## config.mk

```make
export PLATFORM = sky130hd
export DESIGN_NAME = control_botones_ajuste
export DESIGN_NICKNAME = d
export VERILOG_FILES = /design/src/rtl/panel_pkg.sv /design/src/rtl/antirrebote_boton.sv /design/src/rtl/control_botones_ajuste.sv
export SDC_FILE = /design/constraint.sdc
export NUM_CORES = 1
export LEC_CHECK = 0
export CORE_AREA = 10 10 131 133
export CTS_CLUSTER_SIZE = 12
export DETAILED_ROUTE_END_ITERATION = 8
export DIE_AREA = 0 0 141 143
export PLACE_DENSITY = 0.79
export SLEW_MARGIN = 20
export SYNTH_ARGS = -nofsm -noshare
export SYNTH_HDL_FRONTEND = slang
export SYNTH_SLANG_ARGS = --single-unit
```

## constraint.sdc

```tcl
create_clock -name clk -period 3 [get_ports clk]
set_input_delay 0.6 -clock clk [delete_from_list [all_inputs] [get_ports clk]]
set_output_delay 0.6 -clock clk [all_outputs]
set_load 0.005 [all_outputs]
```

## src/rtl/panel_pkg.sv

```systemverilog
// Shared definitions for the front-panel adjust logic: field codes,
// navigation FSM states and the up/down repeat direction.
package panel_pkg;

    localparam logic [3:0] FLD_NONE      = 4'd0;
    localparam logic [3:0] FLD_MIN       = 4'd1;
    localparam logic [3:0] FLD_TIMER_MIN = 4'd9;

    typedef enum logic {
        IDLE   = 1'b0,
        ADJUST = 1'b1
    } state_t;

    typedef enum logic [1:0] {
        DIR_NONE = 2'd0,
        DIR_UP   = 2'd1,
        DIR_DOWN = 2'd2
    } dir_t;

endpackage

```

## src/rtl/antirrebote_boton.sv

```systemverilog
// One push-button conditioner: 2-FF synchronizer, counting debouncer and
// a single-cycle press pulse on the debounced rising edge.
module antirrebote_boton #(
    parameter int DEB_CYCLES = 1_000_000
) (
    input  logic clk,
    input  logic reset,
    input  logic btn,
    output logic level,
    output logic press
);

    localparam int CW = (DEB_CYCLES > 1) ? $clog2(DEB_CYCLES) : 1;
    localparam logic [CW-1:0] CNT_LAST = CW'(DEB_CYCLES - 1);

    logic          sync_a;
    logic          sync_b;
    logic [1:0]    sync_vld;
    logic          deb;
    logic          armed;
    logic          level_q;
    logic [CW-1:0] cnt;

    // A button already held when reset is released must be seen released
    // (debounced low with a real synchronized sample) before it may press.
    always_ff @(posedge clk or negedge reset) begin
        if (!reset) begin
            sync_a   <= 1'b0;
            sync_b   <= 1'b0;
            sync_vld <= 2'b00;
            deb      <= 1'b0;
            armed    <= 1'b0;
            level_q  <= 1'b0;
            cnt      <= '0;
        end else begin
            sync_a   <= btn;
            sync_b   <= sync_a;
            sync_vld <= {sync_vld[0], 1'b1};
            level_q  <= level;
            if (sync_b == deb) begin
                cnt <= '0;
            end else if (cnt == CNT_LAST) begin
                deb <= sync_b;
                cnt <= '0;
            end else begin
                cnt <= cnt + CW'(1);
            end
            if (sync_vld[1] && !sync_b && !deb) begin
                armed <= 1'b1;
            end
        end
    end

    assign level = deb & armed;
    assign press = level & ~level_q;

endmodule

```

## src/rtl/control_botones_ajuste.sv

```systemverilog
// Front-panel adjust controller: conditions five buttons, walks the editable
// fields and issues up/down pulses with hold-to-repeat to the adjust counters.
module control_botones_ajuste
    import panel_pkg::*;
#(
    parameter int DEB_CYCLES = 1_000_000,
    parameter int REP_DELAY  = 50_000_000,
    parameter int REP_PERIOD = 20_000_000,
    parameter int N_FIELDS   = 9
) (
    input  logic       clk,
    input  logic       reset,
    input  logic       btn_up,
    input  logic       btn_down,
    input  logic       btn_left,
    input  logic       btn_right,
    input  logic       btn_mode,
    output logic [3:0] en_count,
    output logic       enUP,
    output logic       enDOWN,
    output logic       adj_mode
);

    localparam int RW = (REP_DELAY > 1) ? $clog2(REP_DELAY) : 1;
    localparam logic [RW-1:0] REP_LAST   = RW'(REP_DELAY - 1);
    localparam logic [RW-1:0] REP_RELOAD = RW'(REP_DELAY - REP_PERIOD);
    localparam logic [3:0]    FLD_LAST   = 4'(N_FIELDS);

    logic [4:0] raw;
    logic [4:0] lvl;
    logic [4:0] prs;

    assign raw = {btn_mode, btn_right, btn_left, btn_down, btn_up};

    for (genvar i = 0; i < 5; i++) begin : g_btn
        antirrebote_boton #(.DEB_CYCLES(DEB_CYCLES)) u_deb (
            .clk   (clk),
            .reset (reset),
            .btn   (raw[i]),
            .level (lvl[i]),
            .press (prs[i])
        );
    end

    logic up_lvl, down_lvl;
    logic up_press, down_press, left_press, right_press, mode_press;

    assign up_lvl      = lvl[0];
    assign down_lvl    = lvl[1];
    assign up_press    = prs[0];
    assign down_press  = prs[1];
    assign left_press  = prs[2];
    assign right_press = prs[3];
    assign mode_press  = prs[4];

    state_t        state, state_n;
    dir_t          dir, dir_n;
    logic [3:0]    field, field_n;
    logic [RW-1:0] rep_cnt, rep_n;
    logic          up_n, down_n;

    always_ff @(posedge clk or negedge reset) begin
        if (!reset) begin
            state   <= IDLE;
            dir     <= DIR_NONE;
            field   <= FLD_MIN;
            rep_cnt <= '0;
            enUP    <= 1'b0;
            enDOWN  <= 1'b0;
        end else begin
            state   <= state_n;
            dir     <= dir_n;
            field   <= field_n;
            rep_cnt <= rep_n;
            enUP    <= up_n;
            enDOWN  <= down_n;
        end
    end

    // The repeat counter tracks cycles since the last pulse and is reloaded
    // at each pulse, so it only ever counts up to REP_DELAY-1.
    always_comb begin
        state_n = state;
        dir_n   = dir;
        field_n = field;
        rep_n   = rep_cnt;
        up_n    = 1'b0;
        down_n  = 1'b0;
        case (state)
            IDLE: begin
                if (mode_press) begin
                    state_n = ADJUST;
                    field_n = FLD_MIN;
                end
            end
            ADJUST: begin
                if (mode_press) begin
                    state_n = IDLE;
                    dir_n   = DIR_NONE;
                    rep_n   = '0;
                end else begin
                    if (right_press && !left_press) begin
                        field_n = (field == FLD_LAST) ? FLD_MIN : field + 4'd1;
                    end else if (left_press && !right_press) begin
                        field_n = (field == FLD_MIN) ? FLD_LAST : field - 4'd1;
                    end
                    if (up_lvl && down_lvl) begin
                        dir_n = DIR_NONE;
                        rep_n = '0;
                    end else if (up_press) begin
                        dir_n = DIR_UP;
                        rep_n = '0;
                        up_n  = 1'b1;
                    end else if (down_press) begin
                        dir_n  = DIR_DOWN;
                        rep_n  = '0;
                        down_n = 1'b1;
                    end else if ((dir == DIR_UP && up_lvl) || (dir == DIR_DOWN && down_lvl)) begin
                        if (rep_cnt == REP_LAST) begin
                            rep_n  = REP_RELOAD;
                            up_n   = (dir == DIR_UP);
                            down_n = (dir == DIR_DOWN);
                        end else begin
                            rep_n = rep_cnt + RW'(1);
                        end
                    end else begin
                        dir_n = DIR_NONE;
                        rep_n = '0;
                    end
                end
            end
            default: state_n = IDLE;
        endcase
    end

    assign adj_mode = (state == ADJUST);
    assign en_count = (state == ADJUST) ? field : FLD_NONE;

endmodule

```

=== Yosys cells after proc, flatten, opt, wreduce, memory -nomap -nowiden ===
Cells that the tools add are included.

* $add $sub $neg: 8
* $mul: 0
* Divide/modulo/power cells: 0
* Magnitude comparators: 0
* Eq/ne operators: 19
* Shift operators: 0
* Multiplexer cells: 46
* Bitwise logic cells: 21
* Reductions and logical operators: 35

{| class="wikitable"
|+ Operator list
! kind !! number
|-
| 2-to-1 mux 20 bit || 10
|-
| 2-to-1 mux 26 bit || 6
|-
| adder 20 x 1 -> 20 bit, second input constant || 5
|-
| equality test 20 bit, second input constant || 5
|-
| 2-to-1 mux 4 bit || 7
|-
| adder 26 x 1 -> 26 bit, second input constant || 1
|-
| equality test 26 bit, second input constant || 1
|-
| 2-to-1 mux 1 bit || 16
|-
| logical AND 1 bit || 15
|-
| logical NOT 1 bit || 12
|-
| AND reduction 2 bit || 6
|-
| inverter 1 bit || 11
|-
| AND 1 bit || 10
|-
| 2-to-1 mux 2 bit || 5
|-
| one-hot mux 4 bit (2 select lines) || 1
|-
| equality test 1 bit || 5
|-
| != test 5 x 3 -> 1 bit, second input constant || 1
|-
| adder 4 x 1 -> 4 bit, second input constant || 1
|-
| equality test 4 x 1 -> 1 bit, second input constant || 1
|-
| equality test 4 bit, second input constant || 1
|-
| subtractor 4 x 1 -> 4 bit, second input constant || 1
|-
| != test 3 x 1 -> 1 bit, second input constant || 1
|-
| AND reduction 3 bit || 1
|-
| equality test 2 x 1 -> 1 bit, second input constant || 1
|-
| other kinds (5) || 5
|}

* Flip-flop bits (word level): 170
* Bits in latches: 0
* RAM bits: 0
* Memory bits (read-only): 0
* Bits of input ports: 7
* Output and inout bits: 7
* Memories: 0

=== Logic depth before layout (Yosys ltp) ===
* Depth after elaboration: 9
* Mapped depth: 8
* Mapped depth without buffers: 7

=== Modules after synthesis ===
From an unflattened synthesis, not the netlist that was laid out.

* Cells, all modules: 841
* Area, all modules: 8190.4 µm²

{| class="wikitable"
|+ By module, submodules not included
! module !! instances !! cells an instance !! area each (µm²)
|-
| antirrebote_boton (g_btn[0].u_deb ...) || 4 || 119 || 1209.9
|-
| control_botones_ajuste || 1 || 245 || 2117.0
|-
| antirrebote_boton (g_btn[2].u_deb) || 1 || 120 || 1233.7
|}

=== Least setup slack after synthesis ===
No wires, ideal clock.

* Path type: reg-to-reg
* Start: reg rep_cnt[11]
* End: reg rep_cnt[1]
* Arrival: 2.049 ns
* Data required time: 2.878 ns
* Path slack: 0.830 ns
* Stages on the path, launching flop included: 6
* Path buffers: 1
* Cell sequence: dfrtp_1 > or4_1 > or3_4 > or4_4 > buf_6 > a32o_1

* Longest elaborated chain between the ends: 7

{| class="wikitable"
|+ RTL lines
! item !! line !! text
|-
| start, declared || control_botones_ajuste.sv:59 || <nowiki>logic [RW-1:0] rep_cnt, rep_n;</nowiki>
|-
| start signal, assigned || control_botones_ajuste.sv:74 || <nowiki>rep_cnt <= rep_n;</nowiki>
|-
| equality test 26 bit || control_botones_ajuste.sv:119 || <nowiki>if (rep_cnt == REP_LAST) begin</nowiki>
|-
| 2-to-1 mux 26 bit || control_botones_ajuste.sv:119 ||
|-
| 2-to-1 mux 26 bit || control_botones_ajuste.sv:118 || <nowiki>end else if ((dir == DIR_UP && up_lvl) || (dir == DIR_DOWN && down_lvl)) begin</nowiki>
|-
| 2-to-1 mux 26 bit || control_botones_ajuste.sv:114 || <nowiki>end else if (down_press) begin</nowiki>
|-
| 2-to-1 mux 26 bit || control_botones_ajuste.sv:110 || <nowiki>end else if (up_press) begin</nowiki>
|-
| 2-to-1 mux 26 bit || control_botones_ajuste.sv:107 || <nowiki>if (up_lvl && down_lvl) begin</nowiki>
|-
| 2-to-1 mux 26 bit || control_botones_ajuste.sv:97 || <nowiki>if (mode_press) begin</nowiki>
|}

No other way between the ends.
A chain may end at the register's enable or synchronous reset.

=== Worst setup path after layout ===
* Start: reg state (netlist: adj_mode)
* End: out en_count[2]

* Longest elaborated chain between the ends: 1

{| class="wikitable"
|+ RTL lines
! item !! line !! text
|-
| start, declared || control_botones_ajuste.sv:56 || <nowiki>state_t state, state_n;</nowiki>
|-
| start signal, assigned || control_botones_ajuste.sv:71 || <nowiki>state <= state_n;</nowiki>
|-
| 2-to-1 mux 4 bit || control_botones_ajuste.sv:137 || <nowiki>assign en_count = (state == ADJUST) ? field : FLD_NONE;</nowiki>
|-
| end, declared || control_botones_ajuste.sv:18 || <nowiki>output logic [3:0] en_count,</nowiki>
|}

No other way between the ends.

==> results.toml <==
[run_status]
status = "completed"

[clocking]
cts-resized-gates = 0
cts_tree = "yes"
cts.clk_slew.worst_paths_ns = 0.06
root_buffer = "clkbuf_16"
ctsLongestPathBuffers = 2
cts_setup_buffers = 0
cts_buffers = 17
cts_sinks = 162
cts_hold_buf = 0
worst_skew_pair.late_latency_ns = 0.43
htreeDepth = 4

[global_route]
gr-max-usage-layer = "met2"
met1_usage_pct = 19.3
grt_pass1_wl_um = 25400
grtUsageMet2_pct = 24.0
grt_antenna_before_repair = 0
gr-total-overflow = 0
met3_usage_pct = 3.98
grt_pass1_vias = 5437
track_usage_pct = 15.0
grt_max_degree = 71

[placed_design]
dp.cells = 986
place.gp.congestion = 0.875
dp_hpwl_um = 9630
io_buffers = 13
preCtsSetupSlack_ns = 0.697

[timing]
timing.final.max_slew_violations = 0
max_freq_ghz = 0.399
period_needed_ns = 2.51
final_hold_viol_count = 0
setup_tns_ns = 0
fin_skew_ns = 0.00774
tightest_slew_ns = 0.776
rsz0062_at_grt = "false"
finalCritPeriodShare_pct = 83.6
setup_viol = 0
fin_ws_ns = 0.493
slew_headroom_pct = 48.3

[synthesis]
synth.area.top_cells = "dfrtp_1, nor2_1, xnor2_1"
synth_nets = 815
synth-seq-cells = 162
synth.avg_cell_area_um2 = 9.80
yosys.area.top_type = "dfrtp_1"
async_flop_share_pct = 100
synth_most_common_cell = "dfrtp_1"
synth_commonest_cells = "dfrtp_1, nor2_1, xnor2_1"
synth.yosys.warnings = 0
synthCells = 799
ys_types = 53
syn_area_mm2 = 0.00783
synthFlopType = "dfrtp_1"
seq_area_frac_synth_pct = 51.8
synth_edf_count = 0
synth.top_cell.area_share_pct = 51.5

[pwr]
power_density_mw_per_mm2 = 501
vdd_drop_max_mv = 0.517
leakagePower_nw = 3.66

[layout]
final_layout_size_suffix_gt1_share_pct = 7.07
stdcell_count = 1018
syn2layout_area_growth_pct = 11.9
diodes = 0
final_net_count = 837

[worst_setup_path]
path_class = "reg2out"
cp.required_ns = 2.40
crit_fanout = 13
crit_arrival_ns = 1.91
end_kind = "output port"
startpoint_type = "flip-flop"

[routing]
drt_iter0_markers = 405
num_vias = 5779
via_per_inst = 5.68
postRouteAntennaNets = 0
wire_per_inst_um = 14.2
drcViolationCount = 0
routed_wl_um = 14500
drt_first_pass_iters = 5

[job]
cap_violations = 0

[floorplan]
dieArea_mm2 = 0.0202
ios = 14
rows = 44
initial_core_util_pct = 54.3
die_w_um = 141
die_h_um = 143
core_mm2 = 0.0144

[hold_path]
worstHoldPathType = "in2async"
[report_power, final]
group	switching, mW	internal (mW)
Clock	0.898	1.15
Sequential	0.0221	2.21
Combinational	0.0786	0.0333
[worst max-delay path, stage by stage, from the launching register on]
cell and delay (ns):
dfrtp_1 0.51, inv_1 0.30, nor2_1 0.16, clkdlybuf4s50_1 0.52
[metal layers]
layer	share of wire, %	wire length, um	up-vias
met5	0	0	-
met1	47	6840	2813
met4	1.2	178	0
met3	3.5	508	22
met2	48	6960	105
li1	-	-	2839
[cell families (layout without fill, tap and decap cells)]
logic type | Yosys count | count (layout) | synth area share, %
xor+xnor | 104 | 104 | 11.6
buf+inv | 46 | 81 | 2.35
flops | 162 | 162 | 51.8
fa+ha+maj | 9 | 9 | 1.44
other cells | 1 | 1 | 0.0479
simple gates | 395 | 395 | 25.4
mux | 7 | 7 | 0.991
compound gates | 75 | 75 | 6.38
[sequential cells by signal, indices dropped and copies added, names as in the netlist]
name and flops:
g_btn.u_deb.cnt 100, rep_cnt 26, g_btn.u_deb.armed 5, g_btn.u_deb.deb 5, g_btn.u_deb.level_q 5, g_btn.u_deb.sync_a 5
g_btn.u_deb.sync_b 5, field 4, dir 2, g_btn.u_deb.sync_vld 2, adj_mode 1, enDOWN 1
enUP 1
[area by class of cell]
cell class	instances	area [um^2]
fill	1209	5660
tap	184	230
clock inverter	14	133
inverter	27	101
timing repair buffer	22	224
clock buffer	18	429
sequential	162	4060
multi-input combinational	591	3590
[worst paths after layout]
| path | from | to | slack (ns) | cells past startpoint |
|---|---|---|---|---|
| min in group clk | g_btn[3].u_deb.sync_a | g_btn[3].u_deb.sync_b | 0.35 | 0 |
| max | adj_mode | en_count[2] | 0.49 | 3 |
| max in group asynchronous | reset | field[0] | 2.07 | 2 |
| min reg2reg | g_btn[3].u_deb.sync_a | g_btn[3].u_deb.sync_b | 0.35 | 0 |
| max reg2reg | g_btn[0].u_deb.cnt[15] | g_btn[0].u_deb.cnt[5] | 0.69 | 6 |
| min | reset | g_btn[4].u_deb.cnt[18] | 0.19 | 1 |
[placed cells by master, fill, tap and decap left out, types with 3 or more instances in the layout]
cell type / n
nor4b_1: 3
a21oi_1: 8
ha_1: 9
xnor2_1: 63
nor4_1: 25
nor3_1: 18
inv_6: 4
nand3_1: 48
nand4_1: 25
clkinv_4: 4
and2_1: 8
a22o_1: 5
clkinvlp_4: 3
clkdlybuf4s50_1: 12
o211ai_1: 5
nor2_1: 147
buf_4: 7
a31oi_1: 9
nand2_1: 52
o21ai_0: 21
dfrtp_1: 161
nand3b_1: 6
a41oi_1: 3
mux2_2: 6
a22oi_1: 4
o2bb2ai_1: 4
nand2b_1: 4
or4_1: 9
clkbuf_16: 17
and3_1: 18
or2_2: 5
inv_1: 27
a21o_1: 8
and4_1: 12
xor2_1: 41
[stage by stage]
step	instance area (um^2)	power, mW	utilization [%]	hold WS [ns]
final	8760	4.39	60.8	0.186
after global routing	8760	4.57	60.8	0.233
after CTS	8760	4.45	60.8	0.197
after detailed placement	8200	2.39	56.9	0.336
after global placement	8200	2.38	56.9	0.333
after floorplan	7830	2.31	-	0.304
(Power assumes the default switching activity.)
